<file path="src/rtl/logger_cmd_parser_pkg.sv">
// Shared types and ASCII constants for the logger command path.
// byte_t/state_t are shared with the UART receiver and the logger FSM.
package logger_cmd_parser_pkg;

    typedef logic [7:0] byte_t;

    typedef enum logic [1:0] {
        STOP  = 2'd0,
        START = 2'd1,
        DUMP  = 2'd2,
        CLEAR = 2'd3
    } state_t;

    localparam byte_t CMD_START  = 8'h53; // 'S'
    localparam byte_t CMD_STOP   = 8'h54; // 'T'
    localparam byte_t CMD_DUMP   = 8'h44; // 'D'
    localparam byte_t CMD_CLEAR  = 8'h43; // 'C'
    localparam byte_t CMD_CH_EN  = 8'h45; // 'E'
    localparam byte_t CMD_CH_DIS = 8'h58; // 'X'
    localparam byte_t CMD_PERIOD = 8'h50; // 'P'
    localparam byte_t ASCII_CR   = 8'h0D;
    localparam byte_t ASCII_LF   = 8'h0A;

endpackage

</file>
<file path="src/rtl/logger_cmd_parser_hex_nibble_decode.sv">
// Combinational ASCII hex digit decoder ('0'-'9', 'A'-'F', 'a'-'f').
module hex_nibble_decode
    import logger_cmd_parser_pkg::*;
(
    input  byte_t      code,
    output logic [3:0] nibble,
    output logic       is_hex
);

    always_comb begin
        nibble = '0;
        is_hex = 1'b0;
        if (code >= 8'h30 && code <= 8'h39) begin
            nibble = code[3:0];
            is_hex = 1'b1;
        end else if ((code >= 8'h41 && code <= 8'h46) ||
                     (code >= 8'h61 && code <= 8'h66)) begin
            // Low nibble of 'A'/'a' is 1, so adding 9 yields 10..15.
            nibble = code[3:0] + 4'd9;
            is_hex = 1'b1;
        end
    end

endmodule

</file>
<file path="src/rtl/logger_cmd_parser.sv">
// Byte-stream command parser: S/T/D/C state commands, E/X channel
// enable/disable and P hex argument, with inter-byte timeout.
module logger_cmd_parser
    import logger_cmd_parser_pkg::*;
#(
    parameter int unsigned NUM_CH         = 4,
    parameter int unsigned ARG_DIGITS     = 4,
    parameter int unsigned TIMEOUT_CYCLES = 50000
) (
    input  logic                    clk,
    input  logic                    rst,
    input  byte_t                   rx_data,
    input  logic                    rx_valid,
    input  state_t                  logger_state,
    output state_t                  new_logger_state,
    output logic [NUM_CH-1:0]       ch_mask,
    output logic [4*ARG_DIGITS-1:0] arg_value,
    output logic                    arg_valid,
    output logic                    cmd_err,
    output logic                    busy
);

    localparam int unsigned AW = 4 * ARG_DIGITS;
    localparam int unsigned TW = $clog2(TIMEOUT_CYCLES);
    localparam int unsigned DW = $clog2(ARG_DIGITS + 1);
    localparam logic [TW-1:0] TMO_LAST   = TW'(TIMEOUT_CYCLES - 1);
    localparam logic [DW-1:0] LAST_DIGIT = DW'(ARG_DIGITS - 1);

    typedef enum logic [1:0] {
        PS_IDLE,
        PS_CH_EN,
        PS_CH_DIS,
        PS_ARG
    } parse_t;

    parse_t            state, next_state;
    logic [TW-1:0]     tmo_cnt;
    logic [DW-1:0]     digit_cnt;
    logic [AW-1:0]     shreg, shifted;
    logic [3:0]        nibble;
    logic              is_hex;
    logic              tmo_hit;
    logic              ch_ok;
    logic [NUM_CH-1:0] ch_sel;

    logic   cmd_hit, set_err, arg_done, arg_start, shift_en, ch_set, ch_clr;
    state_t cmd_state;

    hex_nibble_decode u_hex (
        .code   (rx_data),
        .nibble (nibble),
        .is_hex (is_hex)
    );

    assign tmo_hit = (tmo_cnt == TMO_LAST);
    assign shifted = AW'({shreg, nibble});

    always_comb begin
        ch_sel = '0;
        for (int unsigned i = 0; i < NUM_CH; i++) begin
            ch_sel[i] = (32'(nibble) == i);
        end
        ch_ok = is_hex && (32'(nibble) < NUM_CH);
    end

    always_ff @(posedge clk) begin
        if (rst) begin
            state <= PS_IDLE;
        end else begin
            state <= next_state;
        end
    end

    always_comb begin
        next_state = state;
        cmd_hit    = 1'b0;
        cmd_state  = logger_state;
        set_err    = 1'b0;
        arg_done   = 1'b0;
        arg_start  = 1'b0;
        shift_en   = 1'b0;
        ch_set     = 1'b0;
        ch_clr     = 1'b0;
        unique case (state)
            PS_IDLE: begin
                if (rx_valid) begin
                    case (rx_data)
                        CMD_START:  begin cmd_hit = 1'b1; cmd_state = START; end
                        CMD_STOP:   begin cmd_hit = 1'b1; cmd_state = STOP;  end
                        CMD_DUMP:   begin cmd_hit = 1'b1; cmd_state = DUMP;  end
                        CMD_CLEAR:  begin cmd_hit = 1'b1; cmd_state = CLEAR; end
                        CMD_CH_EN:  next_state = PS_CH_EN;
                        CMD_CH_DIS: next_state = PS_CH_DIS;
                        CMD_PERIOD: begin
                            next_state = PS_ARG;
                            arg_start  = 1'b1;
                        end
                        ASCII_CR, ASCII_LF: ;
                        default:    set_err = 1'b1;
                    endcase
                end
            end
            PS_CH_EN, PS_CH_DIS: begin
                if (rx_valid) begin
                    next_state = PS_IDLE;
                    if (!ch_ok) begin
                        set_err = 1'b1;
                    end else if (state == PS_CH_EN) begin
                        ch_set = 1'b1;
                    end else begin
                        ch_clr = 1'b1;
                    end
                end else if (tmo_hit) begin
                    next_state = PS_IDLE;
                    set_err    = 1'b1;
                end
            end
            PS_ARG: begin
                if (rx_valid) begin
                    if (!is_hex) begin
                        next_state = PS_IDLE;
                        set_err    = 1'b1;
                    end else begin
                        shift_en = 1'b1;
                        if (digit_cnt == LAST_DIGIT) begin
                            next_state = PS_IDLE;
                            arg_done   = 1'b1;
                        end
                    end
                end else if (tmo_hit) begin
                    next_state = PS_IDLE;
                    set_err    = 1'b1;
                end
            end
            default: next_state = PS_IDLE;
        endcase
    end

    always_comb begin
        busy = (state != PS_IDLE);
    end

    always_ff @(posedge clk) begin
        if (rst) begin
            new_logger_state <= STOP;
            ch_mask          <= '1;
            arg_value        <= '0;
            arg_valid        <= 1'b0;
            cmd_err          <= 1'b0;
            tmo_cnt          <= '0;
            digit_cnt        <= '0;
            shreg            <= '0;
        end else begin
            new_logger_state <= cmd_hit ? cmd_state : logger_state;
            cmd_err          <= set_err;
            arg_valid        <= arg_done;
            if (ch_set) begin
                ch_mask <= ch_mask | ch_sel;
            end else if (ch_clr) begin
                ch_mask <= ch_mask & ~ch_sel;
            end
            if (arg_start) begin
                shreg     <= '0;
                digit_cnt <= '0;
            end else if (shift_en) begin
                shreg     <= shifted;
                digit_cnt <= digit_cnt + 1'b1;
            end
            if (arg_done) begin
                arg_value <= shifted;
            end
            // Expiry and IDLE both park the counter at zero; a byte always restarts it.
            if (state == PS_IDLE || rx_valid || tmo_hit) begin
                tmo_cnt <= '0;
            end else begin
                tmo_cnt <= tmo_cnt + 1'b1;
            end
        end
    end

endmodule

</file>
<file path="config.mk">
export PLATFORM = sky130hd
export DESIGN_NAME = logger_cmd_parser
export DESIGN_NICKNAME = d
export VERILOG_FILES = /design/src/rtl/logger_cmd_parser_pkg.sv /design/src/rtl/logger_cmd_parser_hex_nibble_decode.sv /design/src/rtl/logger_cmd_parser.sv
export SDC_FILE = /design/constraint.sdc
export NUM_CORES = 1
export LEC_CHECK = 0
export CAP_MARGIN = 20
export CORE_AREA = 2 2 89 91
export DETAILED_ROUTE_END_ITERATION = 8
export DIE_AREA = 0 0 91 93
export PLACE_DENSITY = 0.6
export SLEW_MARGIN = 20
export SYNTH_ARGS = -nofsm -noshare
export SYNTH_HDL_FRONTEND = slang
export SYNTH_HIERARCHICAL = 1
export SYNTH_SLANG_ARGS = --single-unit
</file>
<file path="constraint.sdc">
create_clock -name clk -period 5 [get_ports clk]
set_input_delay 0.75 -clock clk [delete_from_list [all_inputs] [get_ports clk]]
set_output_delay 0.75 -clock clk [all_outputs]
set_load 0.005 [all_outputs]
</file>
==> results of run 1 <==
[layout make-up]
class                      instances  area [um^2]
clock buffer                      13        168.9
sequential                        57         1141
fill                             783         4161
inverter                          15        56.30
tap                              102        127.6
timing repair buffer              38        377.9
clock inverter                     2        60.06
multi-input combinational        235         1434
[final timing paths]
| kind | from | to | slack (ns) | cells after the start |
|---|---|---|---|---|
| worst min-delay path | arg_value[14]$_SDFFE_PP0P_ | arg_value[14]$_SDFFE_PP0P_ | 0.45 | 2 |
| worst min register to register | arg_value[14]$_SDFFE_PP0P_ | arg_value[14]$_SDFFE_PP0P_ | 0.45 | 2 |
| worst max register to register | state[0]$_SDFFE_PP0P_ | digit_cnt[2]$_SDFFE_PP0P_ | 2.91 | 6 |
| worst max-delay path | rx_data[0] | arg_value[3]$_SDFFE_PP0P_ | 1.54 | 10 |
[cells in the final DEF, fill, tap and decap left out, types with 3 or more instances in the layout]
cell type	n
sky130_fd_sc_hd__a211oi_1	3
sky130_fd_sc_hd__a21oi_1	35
sky130_fd_sc_hd__clkbuf_8	12
sky130_fd_sc_hd__clkdlybuf4s50_1	37
sky130_fd_sc_hd__dfxtp_1	57
sky130_fd_sc_hd__ha_1	9
sky130_fd_sc_hd__inv_1	15
sky130_fd_sc_hd__mux2i_1	4
sky130_fd_sc_hd__nand2_1	70
sky130_fd_sc_hd__nand3_1	6
sky130_fd_sc_hd__nand4_1	4
sky130_fd_sc_hd__nor2_1	19
sky130_fd_sc_hd__nor3_1	5
sky130_fd_sc_hd__nor4_1	5
sky130_fd_sc_hd__nor4b_1	3
sky130_fd_sc_hd__o211ai_1	3
sky130_fd_sc_hd__o21ai_0	7
sky130_fd_sc_hd__xnor2_1	11
[per-layer routing]
layer,track usage [%],vias up
met5,0,-
met4,4.924,0
met3,4.351,7
met2,23.40,44
met1,19.35,1060
li1,-,1197
[Yosys cell counts, types with 2 or more instances]
cell                       instances  share of area [%]
sky130_fd_sc_hd__a211oi_1          3               0.84
sky130_fd_sc_hd__a21oi_1          35                6.5
sky130_fd_sc_hd__a31o_2            2               0.65
sky130_fd_sc_hd__and2_1            2               0.47
sky130_fd_sc_hd__and3_1            2               0.47
sky130_fd_sc_hd__and4b_1           2               0.74
sky130_fd_sc_hd__and4bb_2          2               0.93
sky130_fd_sc_hd__buf_2             2               0.37
sky130_fd_sc_hd__clkbuf_1         10                1.4
sky130_fd_sc_hd__dfxtp_1          57                 42
sky130_fd_sc_hd__ha_1              9                4.2
sky130_fd_sc_hd__inv_1            15                2.1
sky130_fd_sc_hd__mux2i_1           4                1.5
sky130_fd_sc_hd__nand2_1          70                9.8
sky130_fd_sc_hd__nand2b_1          2               0.47
sky130_fd_sc_hd__nand3_1           6                1.1
sky130_fd_sc_hd__nand3_2           2               0.74
sky130_fd_sc_hd__nand3b_1          2               0.56
sky130_fd_sc_hd__nand4_1           4               0.93
sky130_fd_sc_hd__nor2_1           19                2.7
sky130_fd_sc_hd__nor3_1            5               0.93
sky130_fd_sc_hd__nor4_1            5                1.2
sky130_fd_sc_hd__nor4b_1           3               0.98
sky130_fd_sc_hd__nor4bb_1          2               0.74
sky130_fd_sc_hd__o211ai_1          3               0.84
sky130_fd_sc_hd__o21ai_0           7                1.3
sky130_fd_sc_hd__o22ai_1           2               0.47
sky130_fd_sc_hd__o311a_1           2               0.74
sky130_fd_sc_hd__o41ai_1           2               0.65
sky130_fd_sc_hd__or3_1             2               0.47
sky130_fd_sc_hd__or3b_2            2               0.65
sky130_fd_sc_hd__xnor2_1          11                3.6
sky130_fd_sc_hd__xor2_1            2               0.65
[worst max-delay path, cell delays in order]
cell	delay, ns
sky130_fd_sc_hd__clkdlybuf4s50_1	0.77
sky130_fd_sc_hd__inv_1	0.14
sky130_fd_sc_hd__ha_1	0.26
sky130_fd_sc_hd__nand2b_1	0.09
sky130_fd_sc_hd__o211ai_1	0.14
sky130_fd_sc_hd__nand2_1	0.16
sky130_fd_sc_hd__and3_1	0.56
sky130_fd_sc_hd__nand2_1	0.52
sky130_fd_sc_hd__nand2_1	0.19
sky130_fd_sc_hd__a21oi_1	0.08
[through the flow]
| stage | hold slack, ns | instance area, um^2 | util [%] |
|---|---|---|---|
| finish | 0.4535 | 3366 | 44.71 |
| global route | 0.4681 | 3366 | 44.71 |
| CTS | 0.4562 | 3366 | 44.71 |
| detailed placement | 0.4474 | 3137 | 41.67 |
| global placement | 0.4437 | 3137 | 41.67 |
| floorplan | 0.4297 | 2690 | - |
[state kept, by name, indices dropped and copies added, names as in the netlist, named ones only]
register	flops
shreg	12
tmo_cnt	16
new_logger_state	2
cmd_err	1
state	2
digit_cnt	3
arg_value	16
arg_valid	1
[where the power goes]
part | leakage (nW) | total [mW] | switching, mW | internal [mW]
Sequential | 0.460 | 0.456 | 0.000485 | 0.456
Combinational | 0.546 | 0.0507 | 0.0278 | 0.0229
Clock | 0.116 | 0.489 | 0.170 | 0.319
Total | 1.12 | 0.996 | 0.198 | 0.798
[cells by family (layout without fill, tap and decap cells)]
| logic type | count (synthesis) | after routing | share of synthesized area (%) |
|---|---|---|---|
| AOI/OAI and AO/OA | 64 | 64 | 14.37 |
| buffers and inverters | 28 | 68 | 4.279 |
| xor gates and xnor gates | 13 | 13 | 4.233 |
| adders and majority gates | 9 | 9 | 4.186 |
| muxes | 4 | 4 | 1.488 |
| and+or+nand+nor | 145 | 145 | 29.02 |
| DFF | 57 | 57 | 42.42 |
==> impl_metrics.prom, run 1 <==
# TYPE chip_impl_metric gauge
chip_impl_metric{name="die_x",unit="um"} 91
chip_impl_metric{name="clk_latency",unit="ns"} 0.33
chip_impl_metric{name="pwr_density_cell",unit="mW/mm^2"} 295.8
chip_impl_metric{name="postCtsSetupBuffers",unit=""} 0
chip_impl_metric{name="post_place_worst_slack",unit="ns"} 1.210
chip_impl_metric{name="synth_area",unit="mm^2"} 0.002690
chip_impl_metric{name="cts_hold_buf",unit=""} 0
chip_impl_metric{name="nets",unit=""} 378
chip_impl_metric{name="synth_seq_cells",unit=""} 57
chip_impl_metric{name="number_of_buffers_created_by_cts",unit=""} 9
chip_impl_info{name="critical_path.endpoint_type",value="flip-flop"} 1
chip_impl_metric{name="final.period_utilization",unit="%"} 69.19
chip_impl_metric{name="final_critical_path_setup_slack",unit="ns"} 1.541
chip_impl_info{name="clock_tree_from_tritoncts",value="built"} 1
chip_impl_metric{name="port_buffers",unit=""} 37
chip_impl_metric{name="synth_area_per_cell",unit="um^2"} 8.407
chip_impl_metric{name="overflow",unit=""} 0
chip_impl_metric{name="cts-resized-gates",unit=""} 0
chip_impl_metric{name="clock_path_buffers",unit=""} 2
chip_impl_metric{name="synth-seq-area-share",unit="%"} 42.42
chip_impl_metric{name="setup-violations-final",unit=""} 0
chip_impl_metric{name="async_sr_flop_fraction",unit="%"} 0
chip_impl_metric{name="fmax",unit="MHz"} 289.1
chip_impl_metric{name="num_vias",unit=""} 2308
chip_impl_metric{name="die_area",unit="mm^2"} 0.008463
chip_impl_info{name="setup_repair_after_global_routing_missed_its_margin",value="no"} 1
chip_impl_metric{name="grt_start_max_net_pins",unit=""} 24
chip_impl_metric{name="grt_pass1_vias",unit=""} 2176
chip_impl_metric{name="drv_cap",unit=""} 0
chip_impl_metric{name="period_minus_slack",unit="ns"} 3.459
chip_impl_metric{name="synth_warnings",unit=""} 6
chip_impl_metric{name="gp_routability_congestion",unit=""} 0.8100
chip_impl_metric{name="drc",unit=""} 0
chip_impl_metric{name="path_max_fanout",unit=""} 18
chip_impl_metric{name="placement_rows",unit=""} 32
chip_impl_metric{name="antennaDiodeCount",unit=""} 0
chip_impl_metric{name="final_cells",unit=""} 462
chip_impl_metric{name="design.core.area",unit="mm^2"} 0.007527
chip_impl_metric{name="met2_length",unit="mm"} 2.670
chip_impl_info{name="cts.root.buffer_cell",value="sky130_fd_sc_hd__clkbuf_8"} 1
chip_impl_metric{name="initial_core_util",unit="%"} 35.74
chip_impl_metric{name="dieHeight",unit="um"} 93
chip_impl_metric{name="cp_data_required_time",unit="ns"} 5.21
chip_impl_info{name="worstSetupStartpointType",value="input pin"} 1
chip_impl_metric{name="dp.cells",unit=""} 447
chip_impl_metric{name="tightestPinTransition",unit="ns"} 0.5980
chip_impl_metric{name="worst_slew_margin_rel",unit="%"} 60.13
chip_impl_metric{name="grt_first_pass_wirelength",unit="mm"} 10.16
chip_impl_metric{name="gr-usage-all-layers",unit="%"} 14.77
chip_impl_metric{name="synthCells",unit=""} 320
chip_impl_metric{name="drt-pass1-iter-count",unit=""} 4
chip_impl_info{name="synthFlopType",value="sky130_fd_sc_hd__dfxtp_1"} 1
chip_impl_info{name="holdCritPathClass",value="flip-flop to flip-flop"} 1
chip_impl_metric{name="finClkSkew",unit="ns"} 0.007832
chip_impl_info{name="crit_type",value="input pin to flip-flop"} 1
chip_impl_metric{name="postRouteAntennaNets",unit=""} 0
chip_impl_metric{name="syn_nets",unit=""} 342
chip_impl_metric{name="finalHoldViolations",unit=""} 0
chip_impl_metric{name="leakage",unit="nW"} 1.122
chip_impl_metric{name="ios",unit=""} 38
chip_impl_metric{name="cts.htree.levels",unit=""} 3
chip_impl_metric{name="numClockSinks",unit=""} 57
chip_impl_metric{name="post-layout-total-power",unit="uW"} 995.7
chip_impl_metric{name="final_max_slew_viol_count",unit=""} 0
chip_impl_metric{name="hpwlAfterDp",unit="mm"} 4.011
chip_impl_metric{name="arrival",unit="ns"} 3.67
chip_impl_metric{name="routed-wl-met3",unit="um"} 186
chip_impl_metric{name="area_growth_syn_to_fin",unit="%"} 25.12
chip_impl_metric{name="drt_iter0_markers",unit=""} 85
chip_impl_info{name="maxUsedRoutingLayer",value="met4"} 1
chip_impl_metric{name="setup_total_negative_slack",unit="ns"} 0
chip_impl_metric{name="grt_antenna_before_repair",unit=""} 0
chip_impl_metric{name="m1_wl",unit="mm"} 2.894
chip_impl_info{name="run_status",value="completed"} 1
chip_impl_metric{name="routed_wirelength",unit="mm"} 5.819
chip_impl_metric{name="routed_vias_inst",unit=""} 4.996
chip_impl_metric{name="routed_wire_length_per_instance",unit="um"} 12.60
chip_impl_metric{name="number_of_enable_flip_flop_cells_after_synthesis",unit=""} 0
chip_impl_metric{name="vdd_ir_max",unit="mV"} 0.1695
chip_impl_metric{name="yosys.cell_types.count",unit=""} 55
chip_impl_metric{name="worst_setup_hold_path_clk_slew",unit="ns"} 0.06
chip_impl_metric{name="post_route_cells_drive_above_1_share",unit="%"} 8.056
(Power assumes the default switching activity.)
==> inputs of run 2 (changes only) <==
==> constraint.sdc (replaced) <==
create_clock -name clk -period 3.4 [get_ports clk]
set_input_delay 0.51 -clock clk [delete_from_list [all_inputs] [get_ports clk]]
set_output_delay 0.51 -clock clk [all_outputs]
set_load 0.005 [all_outputs]
==> run 2 against run 1 <==
Against the previous run:
- clock skew up 0.0025 ns
- combinational power up 53%
- die area unchanged
- non-clock buffer count up 6
- register-to-register slack worse by 1.6 ns
- count of clock-buffer cells in the layout down 2
- critical path type unchanged
==> impl_metrics.prom, run 2 (synthesis results as in run 1) <==
# TYPE chip_impl_metric gauge
chip_impl_metric{name="setup-violations-final",unit=""} 0
chip_impl_metric{name="post-layout-total-power",unit="mW"} 1.288
chip_impl_info{name="holdCritPathClass",value="flip-flop to flip-flop"} 1
chip_impl_info{name="layout_commonest_cell",value="sky130_fd_sc_hd__nand2_1"} 1
chip_impl_info{name="clock_tree_from_tritoncts",value="built"} 1
chip_impl_metric{name="post_route_cells_drive_above_1_share",unit="%"} 9.589
chip_impl_metric{name="vdd_ir_max",unit="mV"} 0.2361
chip_impl_metric{name="nets",unit=""} 384
chip_impl_metric{name="gr-usage-all-layers",unit="%"} 14.92
chip_impl_metric{name="final_critical_path_setup_slack",unit="ns"} 0.8211
chip_impl_metric{name="postCtsSetupBuffers",unit=""} 0
chip_impl_metric{name="clock_path_buffers",unit=""} 2
chip_impl_metric{name="fin_util",unit="%"} 44.51
chip_impl_metric{name="arrival",unit="ns"} 2.79
chip_impl_metric{name="area_growth_syn_to_fin",unit="%"} 24.56
chip_impl_metric{name="cts-resized-gates",unit=""} 0
chip_impl_metric{name="routed_wire_length_per_instance",unit="um"} 12.54
chip_impl_metric{name="ios",unit=""} 38
chip_impl_info{name="whs_endpoint",value="arg_value[10]$_SDFFE_PP0P_"} 1
chip_impl_metric{name="postRouteAntennaNets",unit=""} 0
chip_impl_metric{name="number_of_buffers_created_by_cts",unit=""} 9
chip_impl_metric{name="cts.htree.levels",unit=""} 3
chip_impl_info{name="r2r_end",value="shreg[11]$_SDFFE_PP0P_"} 1
chip_impl_metric{name="timing.reg2reg.worst_path_depth",unit=""} 6
chip_impl_info{name="r2r-start",value="state[0]$_SDFFE_PP0P_"} 1
chip_impl_metric{name="tightestPinTransition",unit="ns"} 0.5545
chip_impl_metric{name="setup_total_negative_slack",unit="ns"} 0
chip_impl_metric{name="finalHoldViolations",unit=""} 0
chip_impl_metric{name="cts_hold_buf",unit=""} 0
chip_impl_metric{name="r2r_slack",unit="ns"} 1.31
chip_impl_info{name="run_status",value="completed"} 1
chip_impl_info{name="layout_common_cells",value="sky130_fd_sc_hd__nand2_1, sky130_fd_sc_hd__dfxtp_1, sky130_fd_sc_hd__clkdlybuf4s50_1, sky130_fd_sc_hd__a21oi_1, sky130_fd_sc_hd__nor2_1"} 1
chip_impl_metric{name="final_max_slew_viol_count",unit=""} 0
chip_impl_metric{name="gp_routability_congestion",unit=""} 0.7833
chip_impl_metric{name="worst_slew_margin_rel",unit="%"} 63.04
chip_impl_metric{name="die_area",unit="mm^2"} 0.008463
chip_impl_metric{name="grt_start_max_net_pins",unit=""} 24
chip_impl_metric{name="drc",unit=""} 0
chip_impl_metric{name="grt_pass1_vias",unit=""} 2305
chip_impl_metric{name="period_minus_slack",unit="ns"} 2.579
chip_impl_metric{name="antennaDiodeCount",unit=""} 0
chip_impl_metric{name="path_max_fanout",unit=""} 5
chip_impl_info{name="cts.root.buffer_cell",value="sky130_fd_sc_hd__clkbuf_8"} 1
chip_impl_info{name="setup_repair_after_global_routing_missed_its_margin",value="no"} 1
chip_impl_metric{name="finClkSkew",unit="ns"} 0.01030
chip_impl_metric{name="num_vias",unit=""} 2347
chip_impl_metric{name="design.core.area",unit="mm^2"} 0.007527
chip_impl_metric{name="die_x",unit="um"} 91
chip_impl_info{name="crit_type",value="input pin to flip-flop"} 1
chip_impl_metric{name="leakage",unit="nW"} 1.121
chip_impl_info{name="critical_path_launch_point",value="rx_data[0]"} 1
chip_impl_metric{name="post_place_worst_slack",unit="ns"} 0.4596
chip_impl_metric{name="grt_antenna_before_repair",unit=""} 0
chip_impl_metric{name="dp.cells",unit=""} 453
chip_impl_metric{name="cp_data_required_time",unit="ns"} 3.61
chip_impl_metric{name="placement_rows",unit=""} 32
chip_impl_metric{name="hpwlAfterDp",unit="mm"} 4.147
chip_impl_metric{name="numClockSinks",unit=""} 57
chip_impl_metric{name="dieHeight",unit="um"} 93
chip_impl_info{name="critical_path.endpoint_type",value="flip-flop"} 1
chip_impl_metric{name="clk_latency",unit="ns"} 0.33
chip_impl_metric{name="worst_setup_hold_path_clk_slew",unit="ns"} 0.06
chip_impl_metric{name="worstHoldPathCells",unit=""} 2
chip_impl_info{name="worstHoldStart",value="arg_value[10]$_SDFFE_PP0P_"} 1
chip_impl_metric{name="final_cells",unit=""} 467
chip_impl_metric{name="grt_first_pass_wirelength",unit="mm"} 10.21
chip_impl_info{name="largestRegisters",value="arg_value x16, tmo_cnt x16, shreg x12"} 1
chip_impl_metric{name="drv_cap",unit=""} 0
chip_impl_metric{name="drt-pass1-iter-count",unit=""} 4
chip_impl_metric{name="pwr_density_cell",unit="mW/mm^2"} 384.5
chip_impl_info{name="worstSetupStartpointType",value="input pin"} 1
chip_impl_metric{name="drt_iter0_markers",unit=""} 107
chip_impl_metric{name="port_buffers",unit=""} 37
chip_impl_metric{name="final.period_utilization",unit="%"} 75.85
chip_impl_metric{name="overflow",unit=""} 0
chip_impl_metric{name="initial_core_util",unit="%"} 35.74
chip_impl_metric{name="routed_vias_inst",unit=""} 5.026
chip_impl_metric{name="fmax",unit="MHz"} 387.8
chip_impl_metric{name="routed_wirelength",unit="mm"} 5.854
## run 2: report_power, final
group	leakage [nW]	switching [mW]	internal, mW
combinational	0.574	0.0416	0.0358
sequential	0.460	0.000732	0.670
clock	0.0871	0.247	0.293
## run 2: layout make-up
class,count,area [um^2]
fill,828,4177
multi-input combinational,235,1434
sequential,57,1141
timing repair buffer,44,422.9
clock buffer,11,151.4
tap,102,127.6
inverter,15,56.30
clock inverter,3,17.52
## run 2: critical path, cell delays in order
cell	delay, ns
sky130_fd_sc_hd__clkdlybuf4s50_1	0.44
sky130_fd_sc_hd__inv_1	0.11
sky130_fd_sc_hd__ha_1	0.20
sky130_fd_sc_hd__nand2b_1	0.08
sky130_fd_sc_hd__o211ai_1	0.30
sky130_fd_sc_hd__a21oi_1	0.17
sky130_fd_sc_hd__and4bb_2	0.38
sky130_fd_sc_hd__nor4bb_1	0.32
sky130_fd_sc_hd__mux2i_1	0.22
sky130_fd_sc_hd__nand2_1	0.06
## run 2: worst max path at each step
stage                                       to
floorplan           arg_value[10]$_SDFFE_PP0P_
global placement                     flip-flop
detailed placement                   flip-flop
CTS                                  flip-flop
global route        arg_value[11]$_SDFFE_PP0P_
finish                               flip-flop
## run 2: routing by layer
layer,vias up,wire length [um],track usage (%)
met2,39,2721,25.43
met4,0,54,4.924
li1,1204,-,-
met3,5,243,5.157
met1,1099,2835,17.62
met5,-,0,0
## run 2: through the flow
step / hold slack, ns / cell area [um^2]
2_1_floorplan: 0.4297 / 2690
3_3_place_gp: 0.4410 / 3182
3_5_place_dp: 0.4484 / 3182
4_1_cts: 0.4568 / 3351
5_1_grt: 0.4749 / 3351
6_report: 0.4555 / 3351
